<file path="src/rtl/memorio_bridge.sv">
// Data-path bridge between the load/store stage, a synchronous data RAM and memory-mapped board I/O.
// Optional seven-segment register is enabled by defining MEMORIO_SEG7_EN.
module memorio_bridge #(
  parameter int          RAM_AW     = 14,
  parameter logic [21:0] IO_BASE_HI = 22'h3fffff
) (
  input  logic              clk,
  input  logic              rst,
  input  logic              mem_read,
  input  logic              mem_write,
  input  logic              io_read,
  input  logic              io_write,
  input  logic [31:0]       addr,
  input  logic [31:0]       wdata,
  output logic [31:0]       rdata,
  output logic              stall,
  output logic              ram_en,
  output logic              ram_we,
  output logic [RAM_AW-1:0] ram_addr,
  output logic [31:0]       ram_wdata,
  input  logic [31:0]       ram_rdata,
  input  logic [15:0]       switch_in,
  output logic [15:0]       led_out
`ifdef MEMORIO_SEG7_EN
  ,
  output logic [31:0]       seg_data
`endif
);

  typedef enum logic {
    IDLE    = 1'b0,
    RD_WAIT = 1'b1
  } state_e;

  localparam logic [9:0] LED_OFS = 10'h060;
  localparam logic [9:0] SW_OFS  = 10'h070;
`ifdef MEMORIO_SEG7_EN
  localparam logic [9:0] SEG_OFS = 10'h080;
`endif

  state_e      state_q, state_d;
  logic [15:0] led_q, led_d;
  logic [15:0] sw_meta_q, sw_sync_q;
`ifdef MEMORIO_SEG7_EN
  logic [31:0] seg_q, seg_d;
`endif

  logic io_region;
  logic led_hit;
  logic sw_hit;

  assign io_region = (addr[31:10] == IO_BASE_HI);
  assign led_hit   = io_region && (addr[9:0] == LED_OFS);
  assign sw_hit    = io_region && (addr[9:0] == SW_OFS);

  // Every RAM access is a word access; the byte offset is dropped.
  assign ram_addr  = addr[RAM_AW+1:2];
  assign ram_wdata = wdata;

  // NOTE: every output and next-state is given a default before the case so no latch is inferred.
  always_comb begin
    state_d = state_q;
    led_d   = led_q;
`ifdef MEMORIO_SEG7_EN
    seg_d   = seg_q;
`endif
    rdata   = 32'h0;
    stall   = 1'b0;
    ram_en  = 1'b0;
    ram_we  = 1'b0;

    // Strobes are held quiet while reset is asserted, even mid-load.
    if (!rst) begin
      unique case (state_q)
        IDLE: begin
          if (io_write) begin
            if (led_hit) led_d = wdata[15:0];
`ifdef MEMORIO_SEG7_EN
            if (io_region && (addr[9:0] == SEG_OFS)) seg_d = wdata;
`endif
          end else if (io_read) begin
            if (sw_hit) rdata = {16'h0, sw_sync_q};
          end else if (mem_write) begin
            ram_en = 1'b1;
            ram_we = 1'b1;
          end else if (mem_read) begin
            ram_en  = 1'b1;
            stall   = 1'b1;
            state_d = RD_WAIT;
          end
        end
        RD_WAIT: begin
          rdata   = ram_rdata;
          state_d = IDLE;
        end
        default: state_d = IDLE;
      endcase
    end
  end

  // NOTE: sequential state uses non-blocking assignments so all flops update together at the edge.
  always_ff @(posedge clk) begin
    if (rst) begin
      state_q   <= IDLE;
      led_q     <= 16'h0;
      sw_meta_q <= 16'h0;
      sw_sync_q <= 16'h0;
`ifdef MEMORIO_SEG7_EN
      seg_q     <= 32'h0;
`endif
    end else begin
      state_q   <= state_d;
      led_q     <= led_d;
      sw_meta_q <= switch_in;
      sw_sync_q <= sw_meta_q;
`ifdef MEMORIO_SEG7_EN
      seg_q     <= seg_d;
`endif
    end
  end

  assign led_out = led_q;
`ifdef MEMORIO_SEG7_EN
  assign seg_data = seg_q;
`endif

endmodule

</file>
<file path="config.mk">
export PLATFORM = sky130hd
export DESIGN_NAME = memorio_bridge
export DESIGN_NICKNAME = d
export VERILOG_FILES = /design/src/rtl/memorio_bridge.sv
export SDC_FILE = /design/constraint.sdc
export NUM_CORES = 1
export LEC_CHECK = 0
export BUFFER_PORTS_ARGS = -buffer_cell sky130_fd_sc_hd__buf_2
export CELL_PAD_IN_SITES_DETAIL_PLACEMENT = 0
export CELL_PAD_IN_SITES_GLOBAL_PLACEMENT = 1
export CORE_MARGIN = 4
export CORE_UTILIZATION = 25
export CTS_BUF_LIST = sky130_fd_sc_hd__clkbuf_8 sky130_fd_sc_hd__clkbuf_16
export CTS_CLUSTER_DIAMETER = 200
export DETAILED_ROUTE_END_ITERATION = 6
export PLACE_DENSITY_LB_ADDON = 0.1
export SLEW_MARGIN = 20
export SYNTH_ARGS = -nofsm -noshare
export SYNTH_HDL_FRONTEND = slang
export SYNTH_SLANG_ARGS = --single-unit
</file>
<file path="constraint.sdc">
create_clock -name clk -period 2.5 [get_ports clk]
set_input_delay 0.125 -clock clk [delete_from_list [all_inputs] [get_ports clk]]
set_output_delay 0.125 -clock clk [all_outputs]
set_load 0.02 [all_outputs]
</file>
After elaboration in Yosys (flattened, before gate mapping). Index checks and enable logic that the tools add are counted. W data, S select, Z words.

Bits in registers: 49. Bits of input ports: 118. Output and inout bits: 97. Logic and storage cells: 33.

Equal/unequal tests: 3. Mux-type cells: 22. Bitwise gates (word level): 1. Reductions and logical operators: 3.

Operators with widths (number): $pmux W32 S2 (1); $mux W16 (3); $mux W32 (1); $eq A22 B22 Y1 const B (1); $eq A10 B7 Y1 const B (2); $mux W1 (16); $reduce_and A3 Y1 (1); $logic_and A1 B1 Y1 (2); $pmux W1 S2 (1); $not A1 Y1 (1).

Depth between registers and ports, before layout. Gate-level depths: netlist of the first run.

Depth in word-level cells: 7. Gate-level depth with buffers: 5. Depth with buffers taken out: 4.

Worst setup path after synthesis of the first run. Ideal clock, no wire load.

Path type: input port to output port. Start point: input addr[1]. End point: output rdata[10]. Data arrival time: 1.895 ns. Required time: 2.375 ns. Slack: 0.480 ns. Cell stages on the path: 5. Buffers on the path: 1. Cells stage by stage: or4_1 or4_4 nor3_4 buf_2 a22o_1.

Cells in the longest elaborated chain, start to end: 7.

Ends and longest elaborated chain: start, declared (line 13) `input logic [31:0] addr,`; $eq A10 B7 Y1 (line 54) `assign sw_hit = io_region && (addr[9:0] == SW_OFS);`; $logic_and A1 B1 Y1 (line 54); $mux W16 (line 82) `if (sw_hit) rdata = {16'h0, sw_sync_q};`; $mux W16 (line 81) `end else if (io_read) begin`; $mux W16 (line 76) `if (io_write) begin`; $pmux W32 S2 (line 74) `unique case (state_q)`; $mux W32 (line 73) `if (!rst) begin`; end, declared (line 15) `output logic [31:0] rdata,`.

No other way between the ends.

Final worst setup path of the first run.
Start point: input addr[1]. End point: output rdata[7].

The elaborated chain is that of the path after synthesis.

==> impl_metrics.tcl, run 1 <==
set metrics [dict create \
    status "completed" \
    die-width_microns 105 \
    power.total_mw 1.51 \
    synth.distinct_cells 23 \
    synth_nets 359 \
    core_area_sq_mm 0.00920 \
    clock_sinks 49 \
    drtIter0Drc 70 \
    synth_common_cells "49 x dfxtp_1, 46 x buf_4, 33 x nor2b_1, 32 x nand2b_1, 17 x and2_1" \
    synthMuxAreaShare_pct 6.79 \
    grt.overflow.total 0 \
    crit_buf_inv 3 \
    hold-path-cell-count 2 \
    rows 35 \
    cp_slowest_cell "or4_4" \
    synth-compound-area-share_pct 6.26 \
    port_buffers 182 \
    reg2reg_depth 5 \
    seq_area_frac_synth_pct 41.6 \
    crit_arrival_ns 2.08 \
    final_nets 494 \
    vias 2015 \
    htree_levels 2 \
    ant_nets 0 \
    worst_pin_slew_ns 0.551 \
    period_share_pct 88.4 \
    setup_violations 0 \
    diodes 0 \
    worst_slack_ns 0.291 \
    crit_top_cell "buf_2" \
    synthCells 241 \
    wire_per_inst_microns 14.3 \
    end_kind "primary output" \
    synth_top_area_share_pct 41.6 \
    fmax_ghz 0.453 \
    ctsHoldBuffers 0 \
    synthSimpleGateAreaFrac_pct 28.1 \
    final-hold-violation-count 0 \
    avgSynthCellArea_sq_um 9.79 \
    cts_tree "done" \
    grt_pass1_wl_microns 10400 \
    layout-area-overhead-vs-synth_pct 32.6 \
    antenna_found_initial 0 \
    rsz0062_at_grt "no" \
    dr.pass1.iters 4 \
    cts-root-buf "clkbuf_8" \
    max_stage_delay_ns 0.54 \
    grt_use_total_pct 12.0 \
    grt_pass1_vias 1938 \
    path_class "input pin to primary output" \
    required_ns 2.38 \
    peakVddDrop_uv 188 \
    hpwl_microns 5640 \
    drive_gt1_share_pct 52.5 \
    numCtsBuffers 5 \
    path_depth 7 \
    maxCapViolations 0 \
    fin_crit_ns 2.21 \
    start_util_pct 25.7 \
    yosys_warnings 0 \
    synth_edf_count 0 \
    cts-resized-gates 0 \
    synth_top_family_by_area "simple AND/OR/NAND/NOR gates" \
    min_path_type "input pin to register" \
    dieArea_sq_mm 0.0111 \
    power_density_mw_per_mm2 481 \
    critical-path-top-delay-family "simple AND/OR/NAND/NOR gates" \
    dpl_worst_slack_ns 0.286 \
    grt_max_degree 65 \
    yosysMostFrequentCell "dfxtp_1" \
    synth_ff_type "dfxtp_1" \
    clkTransAtPathRegs_ns 0.10 \
    cts_buffer_depth 2 \
    clk_latency_ns 0.30 \
    drv_slew 0 \
    yosys.area_share.adder_pct 0 \
    critPathMaxFanout 13 \
    die_h_microns 105 \
    slew_headroom_pct 62.9 \
    async_flop_share_pct 0 \
    yosysTopAreaCell "dfxtp_1" \
    drc 0 \
    synth_xor_area_share_pct 0 \
    viasPerCell 4.13 \
    p_leak_nw 1.60 \
    ys_ff_latch 49 \
    gp_congestion 0.708 \
    syn_area_sq_mm 0.00236 \
    finalWirelength_microns 6960 \
    cp-start-kind "input pin" \
    finClkSkew_ns 0.00380 \
    setup_tns_ns 0 \
    cp_cell_sequence "buf_2 -> or4_1 -> or4_4 -> nor3_4 -> buf_4 -> a22o_1 -> buf_2" \
    netlist_top_cells_area "dfxtp_1 42%, buf_4 15%, nor2b_1 8.7%" \
    cts_setup_buffers 0 \
    io-pin-count 215 \
]
-- worst paths after layout --
path,slack (ns),from,endpoint
max,0.29,addr[1],rdata[7]
min,0.03,switch_in[7],sw_meta_q[7]$_SDFF_PP0_
max reg2reg,1.22,state_q$_SDFF_PP0_,led_out[10]$_SDFFE_PP0P_
min reg2reg,0.44,sw_meta_q[1]$_SDFF_PP0_,sw_sync_q[1]$_SDFF_PP0_
-- per-stage QoR --
stage / utilization [%] / hold WS (ns) / instances / area (sq um)
2_1_floorplan: - / 0.253 / 241 / 2360
3_3_place_gp: 33.0 / 0.250 / 480 / 3030
3_5_place_dp: 33.0 / 0.250 / 480 / 3030
4_1_cts: 34.0 / 0.00873 / 488 / 3130
5_1_grt: 34.0 / 0.00743 / 488 / 3130
6_report: 34.0 / 0.0262 / 488 / 3130
-- layer usage --
| layer | GRT usage (%) | wire length [microns] | up-vias |
|---|---|---|---|
| li1 | - | - | 1014 |
| met2 | 22.0 | 3690 | 114 |
| met1 | 12.7 | 2510 | 879 |
| met3 | 4.32 | 665 | 8 |
| met5 | 0 | 0 | - |
| met4 | 3.75 | 94 | 0 |
-- state kept, by name, summed over array words and instances, names as in the netlist --
register,cells
led_out,16
state_q,1
sw_meta_q,16
sw_sync_q,16
-- cell type report --
cell class | instances | area (sq um)
clock inverter | 3 | 26.3
fill | 1003 | 6070
tap | 111 | 139
sequential | 49 | 981
timing repair buffer | 186 | 941
clock buffer | 5 | 68.8
multi-input combinational | 134 | 973
-- cells in the final DEF, fill, tap and decap left out --
| cell type | instances |
|---|---|
| nand2b_1 | 32 |
| nand2_1 | 1 |
| or4_1 | 2 |
| nor2_1 | 1 |
| clkbuf_8 | 5 |
| nor3_4 | 2 |
| or4_4 | 1 |
| a22o_1 | 16 |
| nand3_1 | 1 |
| buf_4 | 4 |
| mux2i_1 | 16 |
| nor2b_1 | 32 |
| and2_1 | 17 |
| dfxtp_1 | 49 |
| nand3b_1 | 1 |
| inv_6 | 1 |
| nor4_1 | 1 |
| clkinv_4 | 2 |
| and3b_1 | 2 |
| nor2b_2 | 1 |
| nand4_1 | 4 |
| buf_2 | 182 |
| nand4b_1 | 2 |
| o21a_1 | 1 |
| nor3_1 | 1 |
-- worst register-to-register path: cells and delay by family (launching register included) --
kind	cells	cell delay, ns
buffers and inverters	1	0.31
flip-flops	1	0.35
AND/OR/NAND/NOR	3	0.31
multiplexers	1	0.24
-- logic make-up after synthesis --
| family | Yosys count |
|---|---|
| buffers and inverters | 58 |
| AO/OA/AOI/OAI | 17 |
| flip-flops | 49 |
| multiplexers | 16 |
| AND/OR/NAND/NOR | 101 |
-- power breakdown --
group / switching (mW) / internal (mW)
Combinational: 0.103 / 0.105
Clock: 0.284 / 0.204
Sequential: 0.00610 / 0.804
(Power assumes the default switching activity.)
==> run 2: changes to the inputs <==
CAP_MARGIN = 20   (was default)
clock period = 2.3 ns   (was 2.5 ns; I/O delays follow)
==> run 2 against run 1 <==
Wire length up 1.2%. Die area stayed put. Combinational power grew 9.6%. Sequential share of layout area down 0.63 points. Total power is 21% higher. Largest power group unchanged.
==> impl_metrics.tcl, run 2 (synthesized netlist as in run 1, its figures left out) <==
set metrics [dict create \
    status "completed" \
    grt_max_degree 65 \
    rsz0062_at_grt "no" \
    hpwl_microns 5740 \
    die-width_microns 105 \
    htree_levels 2 \
    diodes 0 \
    ant_nets 0 \
    dpl_worst_slack_ns 0.118 \
    drive_gt1_share_pct 52.5 \
    utilization_pct 34.7 \
    cts-root-buf "clkbuf_8" \
    wire_per_inst_microns 14.4 \
    final-hold-violation-count 0 \
    final_cell_mix "182 x buf_2, 49 x dfxtp_1, 32 x nor2b_1, 32 x nand2b_1, 17 x and2_1" \
    viasPerCell 4.17 \
    grt.overflow.total 0 \
    layout_commonest_cell "buf_2" \
    cts_buffer_depth 2 \
    postPlaceCellArea_sq_mm 0.00306 \
    dr.pass1.iters 3 \
    gp_congestion 0.697 \
    ctsHoldBuffers 0 \
    max_stage_delay_ns 0.54 \
    io-pin-count 215 \
    cts_tree "done" \
    maxCapViolations 0 \
    clkTransAtPathRegs_ns 0.09 \
    p_leak_nw 1.62 \
    grt_use_total_pct 11.9 \
    setup_tns_ns 0 \
    fin_crit_ns 2.17 \
    finalWirelength_microns 7050 \
    regArea_sq_um 981 \
    core_area_sq_mm 0.00920 \
    drv_slew 0 \
    crit_arrival_ns 2.06 \
    rows 35 \
    setup_violations 0 \
    slew_headroom_pct 62.2 \
    cp_slowest_cell "or4_4" \
    final_nets 494 \
    power_density_mw_per_mm2 570 \
    layout-area-overhead-vs-synth_pct 35.3 \
    worst_pin_slew_ns 0.562 \
    peakVddDrop_uv 231 \
    clock_sinks 49 \
    path_class "input pin to primary output" \
    power.total_mw 1.82 \
    worst_slack_ns 0.125 \
    drtIter0Drc 59 \
    fmax_ghz 0.460 \
    antenna_found_initial 0 \
    cp_cell_sequence "buf_2 -> or4_1 -> or4_4 -> nor3_4 -> buf_12 -> a22o_1 -> buf_2" \
    cts-resized-gates 0 \
    port_buffers 182 \
    critPathMaxFanout 13 \
    numCtsBuffers 5 \
    crit_buf_inv 3 \
    grt_pass1_wl_microns 10400 \
    multi_input_area_sq_um 973 \
    grt_pass1_vias 1937 \
    start_util_pct 25.7 \
    dieArea_sq_mm 0.0111 \
    die_h_microns 105 \
    drc 0 \
    period_share_pct 94.6 \
    end_kind "primary output" \
    fillCellCount 992 \
    min_path_type "input pin to register" \
    required_ns 2.18 \
    crit_top_cell "buf_2" \
    postLayoutCellArea_sq_mm 0.00319 \
    clk_latency_ns 0.29 \
    cts_setup_buffers 0 \
    cp-start-kind "input pin" \
    finClkSkew_ns 0.00662 \
    critical-path-top-delay-family "simple AND/OR/NAND/NOR gates" \
    vias 2033 \
]
[run 2: cell count changes in the layout (fill, tap and decap cells not counted)]
| cell | delta |
|---|---|
| clkinv_4 | -2 |
| clkinv_2 | +1 |
| buf_12 | +2 |
| inv_6 | -1 |
| buf_4 | -2 |
| bufinv_16 | +2 |
[run 2: per-stage QoR]
step,hold slack [ns],std cells
2_1_floorplan,0.243,241
3_3_place_gp,0.230,480
3_5_place_dp,0.230,480
4_1_cts,0.00725,488
5_1_grt,0.0126,488
6_report,0.0244,488
[run 2: final cells by class]
class	count	share of cell area, %
multi-input cells	134	30.5
flip-flops and latches	49	30.7
repair buffers	186	30.3
clock inverters	3	2.04
well taps	111	4.35
clock buffers	5	2.16
[run 2: final timing paths]
path / start / endpoint / slack, ns / cells after the start
setup / recovery: addr[1] / rdata[11] / 0.13 / 7
hold / removal: switch_in[14] / sw_meta_q[14]$_SDFF_PP0_ / 0.02 / 2
setup reg to reg: state_q$_SDFF_PP0_ / led_out[4]$_SDFFE_PP0P_ / 1.14 / 5
hold reg to reg: sw_meta_q[7]$_SDFF_PP0_ / sw_sync_q[7]$_SDFF_PP0_ / 0.44 / 1
[run 2: power by group]
part	leakage (nW)	switching (mW)	internal, mW
logic	1.15	0.113	0.114
registers	0.402	0.00674	0.874
clock network	0.0681	0.281	0.432
[run 2: layer usage]
layer | wire length (microns) | track usage [%]
met5 | 0 | 0
met2 | 3690 | 22.5
met1 | 2620 | 12.3
met4 | 74 | 3.09
met3 | 663 | 4.51
